## config.mk

```make
export PLATFORM = sky130hd
export DESIGN_NAME = lrck_rate_detector
export DESIGN_NICKNAME = d
export VERILOG_FILES = /design/src/rtl/lrck_rate_detector.sv
export SDC_FILE = /design/constraint.sdc
export NUM_CORES = 1
export LEC_CHECK = 0
export BUFFER_PORTS_ARGS = -buffer_cell sky130_fd_sc_hd__buf_2
export CORE_MARGIN = 2
export CORE_UTILIZATION = 25
export CTS_BUF_LIST = sky130_fd_sc_hd__clkbuf_2
export CTS_CLUSTER_SIZE = 20
export DETAILED_ROUTE_END_ITERATION = 8
export PLACE_DENSITY = 0.48
export SYNTH_ARGS = -nofsm -noshare
export SYNTH_HDL_FRONTEND = slang
export SYNTH_SLANG_ARGS = --single-unit
```

## constraint.sdc

```tcl
create_clock -name clk -period 13.4 [get_ports clk]
set_input_delay 0.67 -clock clk [delete_from_list [all_inputs] [get_ports clk]]
set_output_delay 0.67 -clock clk [all_outputs]
set_load 0.03 [all_outputs]
```

## src/rtl/lrck_rate_detector.sv

```systemverilog
// rtl/lrck_rate_detector.sv - measures the I2S word-clock rate and classifies it as 44.1k/48k family and x1/x2/x4/x8
module lrck_rate_detector #(
  parameter int CLK_HZ = 50_000_000,
  parameter int WINDOW = 8,
  parameter int LOCK_N = 3,
  parameter int CNT_W  = 16
) (
  input  logic             clk,
  input  logic             resetn,
  input  logic             lrck,
  output logic             family,
  output logic [1:0]       rate,
  output logic             locked,
  output logic             changed,
  output logic [CNT_W-1:0] meas
);

  localparam int EW = (WINDOW > 1) ? $clog2(WINDOW) : 1;
  localparam logic [63:0] TOTAL = 64'(CLK_HZ) * 64'(WINDOW);
  localparam logic [63:0] FS [8] = '{64'd44100, 64'd48000, 64'd88200, 64'd96000,
                                     64'd176400, 64'd192000, 64'd352800, 64'd384000};
  localparam logic [63:0] N_SLOW = TOTAL / 64'd44100;
  localparam logic [CNT_W-1:0] TMAX = CNT_W'(N_SLOW + N_SLOW / 64'd4);
  localparam logic [CNT_W-1:0] CNT_SAT = '1;
  localparam logic [EW-1:0] LAST_EDGE = EW'(WINDOW - 1);
  localparam logic [3:0] LOCK_V = 4'(LOCK_N);

  typedef enum logic {IDLE, MEAS} state_t;

  state_t           state, state_next;
  logic             sync_a, sync_b, sync_d, edge_flag;
  logic [CNT_W-1:0] cnt, cnt_next;
  logic [EW-1:0]    edges, edges_next;
  logic             win_close, timeout, cls_strobe;
  logic [63:0]      meas_w, nom, tol;
  logic [3:0]       hits;
  logic [2:0]       idx, hit_code, cand;
  logic             cls_valid;
  logic [3:0]       match_cnt;

  always_ff @(posedge clk or negedge resetn) begin
    if (!resetn) begin
      sync_a <= 1'b0;
      sync_b <= 1'b0;
      sync_d <= 1'b0;
    end else begin
      sync_a <= lrck;
      sync_b <= sync_a;
      sync_d <= sync_b;
    end
  end

  assign edge_flag = sync_b & ~sync_d;

  always_ff @(posedge clk or negedge resetn) begin
    if (!resetn) begin
      state      <= IDLE;
      cnt        <= '0;
      edges      <= '0;
      meas       <= '0;
      cls_strobe <= 1'b0;
    end else begin
      state      <= state_next;
      cnt        <= cnt_next;
      edges      <= edges_next;
      cls_strobe <= win_close;
      if (win_close) meas <= cnt;
    end
  end

  // Windows run back to back; a closing edge takes priority over the timeout.
  always_comb begin
    state_next = state;
    cnt_next   = cnt;
    edges_next = edges;
    win_close  = 1'b0;
    timeout    = 1'b0;
    case (state)
      IDLE: begin
        if (edge_flag) begin
          cnt_next   = CNT_W'(1);
          edges_next = '0;
          state_next = MEAS;
        end
      end
      MEAS: begin
        cnt_next = (cnt == CNT_SAT) ? cnt : cnt + CNT_W'(1);
        if (edge_flag) begin
          if (edges == LAST_EDGE) begin
            win_close  = 1'b1;
            cnt_next   = CNT_W'(1);
            edges_next = '0;
          end else begin
            edges_next = edges + EW'(1);
          end
        end
        if (!win_close && cnt >= TMAX) begin
          timeout    = 1'b1;
          cnt_next   = '0;
          edges_next = '0;
          state_next = IDLE;
        end
      end
      default: state_next = IDLE;
    endcase
  end

  // A window is valid only when it falls inside exactly one nominal band.
  always_comb begin
    meas_w   = 64'(meas);
    nom      = '0;
    tol      = '0;
    idx      = '0;
    hits     = '0;
    hit_code = '0;
    for (int i = 0; i < 8; i++) begin
      nom = TOTAL / FS[i];
      tol = nom / 64'd64;
      idx = 3'(i);
      if ((meas_w + tol >= nom) && (meas_w <= nom + tol)) begin
        hits     = hits + 4'd1;
        hit_code = {idx[0], idx[2:1]};
      end
    end
    cls_valid = (hits == 4'd1);
  end

  always_ff @(posedge clk or negedge resetn) begin
    if (!resetn) begin
      cand      <= '0;
      match_cnt <= '0;
      locked    <= 1'b0;
      family    <= 1'b0;
      rate      <= 2'b00;
      changed   <= 1'b0;
    end else begin
      changed <= 1'b0;
      if (timeout || (cls_strobe && !cls_valid)) begin
        match_cnt <= '0;
        locked    <= 1'b0;
      end else if (cls_strobe) begin
        if (hit_code == cand) begin
          if (match_cnt < LOCK_V) match_cnt <= match_cnt + 4'd1;
          if (({1'b0, match_cnt} + 5'd1) >= {1'b0, LOCK_V}) begin
            locked          <= 1'b1;
            {family, rate}  <= cand;
            changed         <= ~locked;
          end
        end else begin
          cand      <= hit_code;
          match_cnt <= 4'd1;
          if (LOCK_V == 4'd1) begin
            locked         <= 1'b1;
            {family, rate} <= hit_code;
            changed        <= 1'b1;
          end else begin
            locked <= 1'b0;
          end
        end
      end
    end
  end

endmodule

```

==> results of run 1 <==
worst max path at each step:
stage	from	end	slack [ns]	cells past startpoint
detailed placement	meas[5]	rate[1]	4.84	30
CTS	meas[5]	rate[1]	4.80	30
floorplan	meas[2]	family	5.14	37
global route	meas[0]	rate[0]	3.98	32
finish	meas[5]	rate[1]	4.76	30
global placement	meas[5]	rate[0]	4.95	30
area by class of cell:
cell class | count | area share, %
inverters | 29 | 1.75
clock buffers | 5 | 0.403
well taps | 319 | 6.43
clock inverters | 3 | 0.282
multi-input cells | 579 | 66.9
flip-flops and latches | 52 | 21.0
repair buffers | 35 | 3.31
flip-flops by register name, summed over array words and instances (netlist names), 2 cells and up:
name and count:
match_cnt 4, cand 3, edges 3, cnt 16, rate 2, meas 16
cell families after synthesis:
logic type	after synthesis	synth area share [%]
flops	52	22.1
mux	27	5.05
fa+ha+maj	34	7.22
buf+inv	85	7.50
compound gates	225	29.1
simple gates	265	24.5
xor+xnor	28	4.54
power by group:
part	internal, mW	leakage, nW	switching [mW]
logic	0.111	1.80	0.180
clock network	0.0128	0.0308	0.0522
registers	0.179	0.695	0.0426
total	0.302	2.53	0.275
critical path, delay by kind of cell (launching register included):
kind            cells  cell delay [ns]
compound gates      9             1.72
simple gates       10             2.24
fa+ha+maj           7             2.46
mux                 3             0.88
xor+xnor            1             0.19
flops               1             1.06
Yosys cell counts, drive strengths merged, types with 18 or more instances:
cell	instances	area, um2
nand2	53	199
mux2	22	248
xnor2	18	165
dfrtp	52	1300
a31oi	20	131
nor3	18	90.1
o21ai	45	225
inv	28	105
buf	33	246
nand3	29	145
nor2	48	185
clkbuf	23	86.3
nand4	18	119
ha	34	425
a21oi	22	110
layer usage:
metal,up-vias,part of all wire (%),global-route usage (%)
met4,0,3.2,5.54
met3,27,3.8,1.82
met5,-,0,0
met2,128,45,23.2
met1,2633,48,19.5
li1,2719,-,-
through the flow:
stage	power (mW)	instance area (um2)	worst slack (ns)
finish	0.577	6210	4.76
global route	0.624	6210	3.98
CTS	0.582	6210	4.80
detailed placement	0.514	6160	4.84
global placement	0.514	6160	4.95
floorplan	0.438	5890	5.14
==> run_results.csv, run 1 <==
group,metric,value,unit
outcome,status,"complete, no violations",
timing,tns,0,ns
floorplan,fp.dieH,158,um
drt,routed_wirelength,17600,um
final_layout,regArea,0.00130,mm2
placement,place_inst,1014,
clock_tree,cts_tree,"built",
critical_path,cp.required,13.79,ns
final_layout,nNetsFinal,739,
timing,maxClockFrequency,116,MHz
clock_tree,cts_hold_buf,0,
synth,ys_seq_area_share,22.1,%
synth,avgSynthCellArea,8.23,um2
clock_tree,cts_buffers,5,
critical_path,critical_path_class,"flip-flop to flip-flop",
pwr,p_per_area,93.0,mW/mm2
global_route,antenna_found_initial,0,
floorplan,initial_core_util,25.3,%
placement,globalplace.congestion,0.861,
global_route,grt_pass1_vias,5234,
timing,finalMaxSlewViolations,0,
synth,ys_ff_latch,52,
critical_path,crit_top_cell,"ha_1",
clock_tree,postCtsResizedCells,0,
clock_tree,clock_latency,0.46,ns
timing,rsz0062_at_grt,"false",
clock_tree,cts_buffer_depth,2,
floorplan,fp-row-count,56,
drt,routedWlPerCell,17.2,um
critical_path,critPathArrivalTime,9.04,ns
critical_path,worst-r2r-setup-slack,4.76,ns
critical_path,slowest_delay,1.06,ns
timing,finalHoldViolations,0,
global_route,grt_pass1_wl,28700,um
clock_tree,cts_setup_buffers,0,
synth,synth-edff-count,0,
critical_path,cpMaxStageDelayCell,"dfrtp_1",
final_layout,multi_input_area,0.00415,mm2
clock_tree,clk_pin_slew_worst_paths,0.26,ns
final_layout,drive_gt1_share,12.4,%
final_layout,stdcell_count,1022,
pwr,leakage,2.53,nW
final_layout,antenna_cells,0,
critical_path,end_kind,"flip-flop",
pwr,ir_drop,0.0000820,V
synth,ys_warn_count,0,
global_route,grt_max_degree,53,
timing,finalSetupViolCount,0,
timing,slew_headroom,33.9,%
global_route,grt.total_usage,14.4,%
final_layout,fill_cells,2532,
floorplan,die_x,158,um
synth,ys_async_sr_fraction,100,%
final_layout,area_growth,5.33,%
drt,drcViolationCount,0,
critical_path,worstReg2RegStart,"meas[5]",
synth,ys_types,95,
critical_path,startpoint_type,"flip-flop",
timing,tightest_slew,0.992,ns
clock_tree,clkSinkCount,52,
critical_path,ff2ff_path_depth,30,
final_layout,final_common_cell,"nand2_1",
critical_path,r2r-end,"rate[1]",
timing,timing.hold.ws,0.283,ns
drt,ant_nets,0,
floorplan,die_area,0.0248,mm2
run,maxCapViolations,0,
timing,period_share,64.5,%
drt,dr.pass1.iters,4,
floorplan,core,0.0233,mm2
timing,period_minus_slack,8.64,ns
final_layout,final_cell_mix,"53 x nand2_1, 52 x dfrtp_1, 46 x nor2_1, 38 x o21ai_0, 34 x ha_1",
drt,drt-initial-drc-count,381,
synth,ys.flop_type,"dfrtp_1",
floorplan,io_pins,24,
drt,via_count,5507,
final_layout,final_util,26.6,%
global_route,grt.overflow.total,0,
placement,portBuffers,23,
synth,synth_cells,716,
drt,viasPerCell,5.39,
clock_tree,clock-root-buffer,"clkbuf_2",
min_path,hold_path.class,"input port to asynchronous set/reset pin",
timing,finalClockSkew,0.0132,ns
placement,dp_hpwl,12900,um
synth,syn_area,0.00589,mm2
clock_tree,cts_max_level,2,
critical_path,cp_max_fo,28,
synth,syn_nets,753,
Power figures use the tool's default switching activity.
==> run 2: changes to the inputs <==
- PLACE_DENSITY: 0.48 -> 0.49
- clock period: 13.4 -> 7.9 ns (I/O delays scaled with it)
==> run 2 against run 1 <==
- sequential share of layout area is 1.1 points lower
- worst hold slack better by 0.11 ns
- worst setup slack worse by 4.3 ns
- cell count is 3.2% higher
- non-clock buffer count is 33 higher
- maximum frequency is 16% higher
- die area stayed put
- total power is 86% higher
- largest power group unchanged
==> run_results.csv, run 2 (same netlist as run 1, synthesis figures left out) <==
group,metric,value,unit
drt,viasPerCell,5.43,
timing,tightest_slew,0.870,ns
final_layout,final_cell_mix,"52 x nand2_1, 50 x dfrtp_1, 45 x nor2_1, 43 x buf_4, 38 x o21ai_0",
critical_path,critPathArrivalTime,7.87,ns
clock_tree,clk_pin_slew_worst_paths,0.27,ns
critical_path,cp_max_fo,8,
drt,via_count,5730,
placement,globalplace.congestion,0.863,
placement,dp_hpwl,13700,um
timing,tns,0,ns
floorplan,fp.dieH,158,um
global_route,grt_pass1_wl,29300,um
timing,period_minus_slack,7.47,ns
floorplan,core,0.0233,mm2
pwr,switching_share,45.2,%
final_layout,nNetsFinal,772,
placement,portBuffers,23,
drt,dr.pass1.iters,5,
final_layout,drive_gt1_share,17.8,%
placement,place_inst,1043,
drt,ant_nets,0,
final_layout,post-route-cell-area,0.00655,mm2
floorplan,die_x,158,um
clock_tree,clock-root-buffer,"clkbuf_2",
timing,fin_ws,0.426,ns
floorplan,die_area,0.0248,mm2
pwr,ir_drop,0.000142,V
clock_tree,cts_tree,"built",
timing,finalClockSkew,0.0176,ns
critical_path,crit_top_cell,"ha_1",
final_layout,area_growth,11.2,%
drt,drcViolationCount,0,
global_route,grt.overflow.total,0,
pwr,p_per_area,163,mW/mm2
timing,period_share,94.6,%
final_layout,final_common_cell,"nand2_1",
placement,dp_slack,-0.0479,ns
final_layout,final_util,28.1,%
timing,maxClockFrequency,134,MHz
pwr,leakage,2.75,nW
clock_tree,clock_latency,0.46,ns
clock_tree,cts_buffers,5,
floorplan,fp-row-count,56,
critical_path,startpoint_type,"flip-flop",
timing,finalSetupViolCount,0,
placement,dpl_cell_area,0.00641,mm2
final_layout,reg_top3,"cnt x16, meas x16, match_cnt x4",
pwr,intPower,0.587,mW
clock_tree,cts_max_level,2,
final_layout,stdcell_count,1055,
critical_path,cpMaxStageDelayCell,"dfrtp_2",
drt,routed_wirelength,18200,um
floorplan,io_pins,24,
critical_path,critical_path_class,"flip-flop to flip-flop",
pwr,power_frac_clock,13.2,%
pwr,pwr-share-seq,33.6,%
global_route,grt_max_degree,53,
clock_tree,cts_buffer_depth,2,
global_route,antenna_found_initial,0,
critical_path,worst-r2r-setup-slack,0.43,ns
drt,routedWlPerCell,17.3,um
floorplan,initial_core_util,25.3,%
timing,finalMaxSlewViolations,0,
timing,slew_headroom,41.8,%
global_route,grt.total_usage,14.7,%
run,maxCapViolations,0,
clock_tree,clkSinkCount,52,
critical_path,end_kind,"flip-flop",
critical_path,crit_family,"compound AO/OA/AOI/OAI gates",
critical_path,slowest_delay,0.50,ns
global_route,grt_pass1_vias,5319,
pwr,comb_power_share,53.1,%
critical_path,cp.required,8.30,ns
timing,finalHoldViolations,0,
outcome,status,"complete, no violations",
timing,rsz0062_at_grt,"false",
drt,drt-initial-drc-count,461,
pwr,switching_power,0.484,mW
final_layout,antenna_cells,0,
min_path,hold_path.class,"flip-flop to flip-flop",
critical_path,cp_num_buf_inv,0,
## run 2: path summary, 6_finish.rpt
path                                      to  cells after the start  startpoint
worst max-delay path                 rate[0]                     33     meas[1]
worst min-delay path                  sync_b                      0      sync_a
worst max register to register       rate[0]                     33     meas[1]
worst min register to register        sync_b                      0      sync_a
max in group asynchronous            meas[1]                      3      resetn
min in group asynchronous       match_cnt[1]                      3      resetn
## run 2: what timing repair did
item	in CTS	in global routing
gates resized for setup	2	7
hold buffers	2	0
setup buffers	0	2
endpoints found under the hold margin	17	0
endpoints found under the setup margin	4	12
pin swaps	0	7
## run 2: power by group through the flow
stage | Sequential, mW | Combinational [mW] | Clock, mW
after floorplan | 0.369 | 0.380 | 0
after global placement | 0.365 | 0.558 | 0
after detailed placement | 0.366 | 0.561 | 0
after CTS | 0.360 | 0.565 | 0.149
after global routing | 0.369 | 0.627 | 0.156
final | 0.360 | 0.569 | 0.142
## run 2: through the flow
stage / hold slack (ns) / total power [mW]
2_1_floorplan: 0.0994 / 0.749
3_3_place_gp: 0.342 / 0.923
3_5_place_dp: 0.339 / 0.926
4_1_cts: 0.397 / 1.07
5_1_grt: 0.410 / 1.15
6_report: 0.391 / 1.07
## run 2: cell type report
cell class,count,area [um2]
Clock buffer,5,25.0
Clock inverter,3,42.5
Fill cell,2493,16800
Inverter,29,109
Multi-Input combinational cell,579,4210
Sequential cell,52,1300
Tap cell,319,399
Timing Repair Buffer,68,458
## run 2: layer usage
metal / track usage [%] / routed length [um]
met5: 0 / 0
met4: 4.07 / 357
met3: 1.40 / 656
met2: 24.4 / 8520
met1: 20.4 / 8680
